$ cat src/rtl/flex_down_counter.sv
`default_nettype none
// ============================================================================
// Module   : flex_down_counter
// Brief    : Loadable down-counter / interval timer with one-shot and
//            auto-reload modes; registered count, busy and done outputs.
// Revision : 1.0 - initial release
// ============================================================================
module flex_down_counter #(
    parameter int NUM_CNT_BITS = 4
) (
    input  logic                    clk,
    input  logic                    n_rst,
    input  logic                    clear,
    input  logic                    start,
    input  logic                    count_enable,
    input  logic                    auto_reload,
    input  logic [NUM_CNT_BITS-1:0] reload_val,
    output logic [NUM_CNT_BITS-1:0] count_out,
    output logic                    busy,
    output logic                    done
);

    localparam logic [NUM_CNT_BITS-1:0] c_zero = '0;
    localparam logic [NUM_CNT_BITS-1:0] c_one  = NUM_CNT_BITS'(1);

    typedef enum logic [0:0] {
        S_IDLE = 1'b0,
        S_RUN  = 1'b1
    } state_t;

    state_t                  r_state;
    state_t                  w_state_nxt;
    logic [NUM_CNT_BITS-1:0] r_count;
    logic [NUM_CNT_BITS-1:0] w_count_nxt;
    logic [NUM_CNT_BITS-1:0] r_reload;
    logic [NUM_CNT_BITS-1:0] w_reload_nxt;
    logic                    r_busy;
    logic                    r_done;
    logic                    w_done_nxt;

    always_ff @(posedge clk) begin
        if (!n_rst) begin
            r_state  <= S_IDLE;
            r_count  <= c_zero;
            r_reload <= c_zero;
            r_busy   <= 1'b0;
            r_done   <= 1'b0;
        end else begin
            r_state  <= w_state_nxt;
            r_count  <= w_count_nxt;
            r_reload <= w_reload_nxt;
            r_busy   <= (w_state_nxt == S_RUN);
            r_done   <= w_done_nxt;
        end
    end

    // Priority: clear, then start, then an enabled decrement while running.
    always_comb begin
        w_state_nxt  = r_state;
        w_count_nxt  = r_count;
        w_reload_nxt = r_reload;
        w_done_nxt   = 1'b0;

        if (clear) begin
            w_state_nxt = S_IDLE;
            w_count_nxt = c_zero;
        end else if (start) begin
            w_reload_nxt = reload_val;
            if (reload_val != c_zero) begin
                w_state_nxt = S_RUN;
                w_count_nxt = reload_val;
            end else begin
                // A zero period expires immediately.
                w_state_nxt = S_IDLE;
                w_count_nxt = c_zero;
                w_done_nxt  = 1'b1;
            end
        end else if ((r_state == S_RUN) && count_enable) begin
            if (r_count > c_one) begin
                w_count_nxt = r_count - c_one;
            end else begin
                // Terminal event: the count skips 0 in periodic mode.
                w_done_nxt = 1'b1;
                if (auto_reload) begin
                    w_count_nxt = r_reload;
                end else begin
                    w_count_nxt = c_zero;
                    w_state_nxt = S_IDLE;
                end
            end
        end
    end

    assign count_out = r_count;
    assign busy      = r_busy;
    assign done      = r_done;

endmodule
`default_nettype wire

$ cat config.mk
export PLATFORM = sky130hd
export DESIGN_NAME = flex_down_counter
export DESIGN_NICKNAME = d
export VERILOG_FILES = /design/src/rtl/flex_down_counter.sv
export SDC_FILE = /design/constraint.sdc
export NUM_CORES = 1
export LEC_CHECK = 0
export ABC_AREA = 0
export CAP_MARGIN = 10
export CORE_MARGIN = 5
export CORE_UTILIZATION = 35
export CTS_BUF_LIST = sky130_fd_sc_hd__clkbuf_4
export DETAILED_ROUTE_END_ITERATION = 16
export PLACE_DENSITY = 0.61
export SLEW_MARGIN = 20
export SYNTH_ARGS = -nofsm -noshare
export SYNTH_HDL_FRONTEND = slang
export SYNTH_SLANG_ARGS = --single-unit
$ cat constraint.sdc
create_clock -name clk -period 3.2 [get_ports clk]
set_input_delay 0.64 -clock clk [delete_from_list [all_inputs] [get_ports clk]]
set_output_delay 0.64 -clock clk [all_outputs]
set_load 0.05 [all_outputs]
Yosys cells after proc, flatten, opt, wreduce, memory -nomap -nowiden
Cells that the tools add are included.

Reductions and logical operators: 6. Bitwise operators: 2. Muxes and demuxes: 14. Add/sub/neg operators: 1. $lt $le $gt $ge: 1. Eq/ne operators: 2.

Operators with widths (count): 2-to-1 mux 4 bit (5); 2-to-1 mux 1 bit (9); > comparator 4 x 1 -> 1 bit, second input constant (1); != test 2 bit, second input constant (2); nonzero test 4 bit (1); subtractor 4 x 1 -> 4 bit, second input constant (1); AND reduction 3 bit (1); inverter 1 bit (2); AND reduction 2 bit (1); nonzero test 2 bit (1); OR reduction 2 bit (1); logical AND 1 bit (1).

Output and inout bits: 6. Word-level logic and storage cells: 30. Bits in registers: 10.

Depth between registers and ports, before layout
Word-level depth: 4. Depth in mapped cells: 6.

Worst setup path before layout
Ideal clock, no wire load.

Path type: reg-to-reg. Start: reg r_count[0] (netlist: count_out[0]). End: reg r_count[0] (netlist: count_out[0]). Arrival: 1.621 ns. Stages on the path, launching flop included: 7. Path buffers: 0. Library setup time: 0.116 ns. Period minus slack after synthesis: 1.738 ns. Setup slack: 1.462 ns. Cell sequence: dfxtp_1 -> inv_1 -> ha_1 -> nor2_2 -> nor3_4 -> mux2i_1 -> a31o_2.

Word-level cells in the longest chain between the ends: 4. Elaborated cells on any way between the ends: 5.

Ends and longest elaborated chain: start, declared (line 33) `logic [NUM_CNT_BITS-1:0] r_count;`; start signal, assigned (line 44) `r_count <= c_zero;`; start signal, assigned (line 50) `r_count <= w_count_nxt;`; subtractor 4 x 1 -> 4 bit or > comparator 4 x 1 -> 1 bit (tied branches) (line 80, 79); 2-to-1 mux 4 bit (*) (line 79) `if (r_count > c_one) begin`; 2-to-1 mux 4 bit (*) (line 78) `end else if ((r_state == S_RUN) && count_enable) begin`; 2-to-1 mux 4 bit (*) (line 67) `end else if (start) begin`.

Mark *: on every way between the ends. The rest lies on a longest branch, timed or not. The select of a mux whose other input is x is not followed. A chain may end at the register's enable or synchronous reset.

Worst setup path in the final report
Start: reg r_count[3] (netlist: count_out[3]). End: out count_out[3].

RTL lines: end, declared (line 18) `output logic [NUM_CNT_BITS-1:0] count_out,`.

No word-level cell between the ends.

==> results.py <==
metrics = {
    "floorplanning": {
        "die-area_um2": 2490,
        "die_h_um": 49.9,
        "core_um2": 1510,
        "start_util_pct": 37.0,
        "rows": 14,
        "io_pins": 16,
        "die_w_um": 49.9,
    },
    "drt": {
        "post_drt_wl_per_cell_um": 12.8,
        "drt_iter0_markers": 15,
        "vias": 509,
        "first_pass_iters": 4,
        "postRouteAntennaNets": 0,
        "drc_errors": 0,
        "drt-total-wl_mm": 1.22,
        "vias_per_cell": 5.30,
    },
    "synth": {
        "synth_top_area_share_pct": 36.0,
        "synthArstFlopShare_pct": 0,
        "yosysMostFrequentCell": "dfxtp_1",
        "synth_nets": 75,
        "synthCells": 63,
        "yosysSeqAreaShare_pct": 36.0,
        "synth_common_cells": "dfxtp_1, nor2b_1, mux2i_1",
        "synth_area_leaders": "dfxtp_1, mux2i_1, nor2b_1",
        "syn-cell-area_um2": 557,
        "syn_avg_cell_area_um2": 8.84,
        "synth-main-ff-cell": "dfxtp_1",
        "ys_ff_latch": 10,
        "synth_edf_count": 0,
        "yosysTopAreaCell": "dfxtp_1",
        "ys_types": 25,
        "yosysWarnings": 0,
    },
    "setup_path": {
        "crit_path_max_fanout": 6,
        "crit_chain": "clkdlybuf4s50_1",
        "arrival_ns": 1.58,
        "required_ns": 2.56,
        "critPathLaunch": "count_out[3]",
        "critPathLaunchType": "flop",
        "cp.depth": 1,
        "endpoint": "count_out[3]",
        "r2r_start": "count_out[0]",
        "ff2ff_path_depth": 6,
        "r2r_end": "count_out[2]",
        "critPathCaptureType": "output port",
        "cp_top_family": "buffers and inverters",
        "cp_slowest_cell": "clkdlybuf4s50_1",
        "crit_buf_inv": 1,
        "rrSetupSlack_ns": 1.68,
        "critPathMaxStageDelay_ns": 0.85,
        "criticalPathCategory": "flop to output port",
    },
    "place": {
        "dpl.hpwl_um": 958,
        "dp_cells": 92,
        "place.gp.congestion": 0.831,
        "port_buffers": 15,
    },
    "finish": {
        "nNetsFinal": 93,
        "instances_no_fill": 96,
        "area_growth_syn_to_layout_pct": 33.7,
        "antennaDiodeCount": 0,
        "drive_gt1_share_pct": 8.75,
    },
    "global_route": {
        "grt-ovfl-total": 0,
        "grt_pass1_wl_mm": 2.03,
        "grt_max_degree": 12,
        "antenna_found_initial": 0,
        "grt_usage_pct": 10.5,
        "grt_pass1_vias": 468,
    },
    "sta": {
        "hold_violations": 0,
        "hold_ws_ns": 0.486,
        "setup_viol": 0,
        "fin_crit_sh_pct": 69.5,
        "slew_violations": 0,
        "fin_tns_setup_ns": 0,
        "rsz0062_at_grt": "no",
        "tightest_slew_ns": 0.492,
        "fin_crit_ns": 2.22,
        "relSlewSlack_pct": 67.1,
        "clock.fmax_mhz": 450,
        "fin_worst_skew_ns": 0.00270,
    },
    "clock_tree": {
        "post_cts_resized": 0,
        "clkSinkCount": 10,
        "cts_tree": "yes",
        "cts_hold_buf": 0,
        "clk_pin_slew_ns": 0.07,
        "clock-root-buffer": "clkbuf_4",
        "cts_buffers": 3,
        "clk_path_buf_depth": 2,
        "clk_latency_ns": 0.27,
        "postCtsSetupBuffers": 0,
        "cts-htree-levels": 1,
    },
    "run_status": {
        "status": "complete, no violations",
    },
    "pwr": {
        "leakagePower_nw": 0.276,
        "powerDensity_nw_per_um2": 382,
        "peakVddDrop_mv": 0.190,
    },
    "hold_path": {
        "hold_class": "flop to flop",
    },
    "job": {
        "maxCapViolCount": 0,
    },
}
-- flip-flops by register name, summed over array words and instances (netlist names) --
signal and flops:
count_out 4, busy 1, done 1, r_reload 4
-- worst min-delay path by stage --
stage | from | to | slack (ns) | cells after the start
3_5_place_dp | r_reload[1] | count_out[1] | 0.47 | 2
2_1_floorplan | r_reload[1] | count_out[1] | 0.44 | 2
3_3_place_gp | r_reload[1] | count_out[1] | 0.47 | 2
6_report | r_reload[1] | count_out[1] | 0.49 | 2
4_1_cts | r_reload[1] | count_out[1] | 0.48 | 2
5_1_grt | r_reload[1] | count_out[1] | 0.54 | 2
-- cell type report --
class,instances,area [um2]
Sequential cell,10,200
Clock buffer,3,22.5
Timing Repair Buffer,15,150
Multi-Input combinational cell,48,337
Clock inverter,1,3.75
Fill cell,153,762
Tap cell,16,20.0
Inverter,3,11.3
-- cell usage in the layout, fill, tap and decap left out --
cell type and count:
clkdlybuf4s50_1 15, dfxtp_1 10, nor2b_1 7, mux2i_1 6, a21oi_1 5, inv_1 3, nand2b_1 3, a31oi_1 3
nand2_1 3, o21ai_0 3, clkbuf_4 3, nor2_1 2, nand3_1 2, nor3_1 2, ha_1 2, nor2_2 1
nor3_4 1, and2_1 1, o41ai_2 1, o21a_1 1, o311ai_0 1, nor4_1 1, a311oi_1 1, or3_1 1
a31o_2 1, clkinv_1 1
-- report_power, final --
| part | switching [mW] | internal, mW | leakage, nW |
|---|---|---|---|
| registers | 0.00427 | 0.129 | 0.0816 |
| logic | 0.0315 | 0.0278 | 0.179 |
| clock network | 0.0463 | 0.0451 | 0.0154 |
-- through the flow --
stage	setup slack (ns)	instance area, um2	utilization [%]	total power, mW
2_1_floorplan	1.46	557	-	0.172
3_3_place_gp	1.05	718	47.7	0.196
3_5_place_dp	0.986	718	47.7	0.196
4_1_cts	0.964	744	49.4	0.285
5_1_grt	0.911	744	49.4	0.301
6_report	0.976	744	49.4	0.284
-- layer usage --
metal | wire length [um] | up-vias | share of wire (%) | track usage (%)
met2 | 523 | 17 | 43 | 14.0
met1 | 610 | 229 | 50 | 14.0
met3 | 67 | 3 | 5.5 | 3.61
met4 | 22 | 0 | 1.8 | 6.55
li1 | - | 260 | - | -
met5 | 0 | - | 0 | 0
-- logic make-up (layout without fill, tap and decap cells) --
logic type	Yosys count	after routing	synth area share [%]
fa+ha+maj	2	2	4.49
mux	6	6	10.8
buf+inv	5	22	3.59
simple gates	24	24	25.6
compound gates	16	16	19.6
flops	10	10	36.0
No activity file was read; power rests on OpenSTA's default activity.
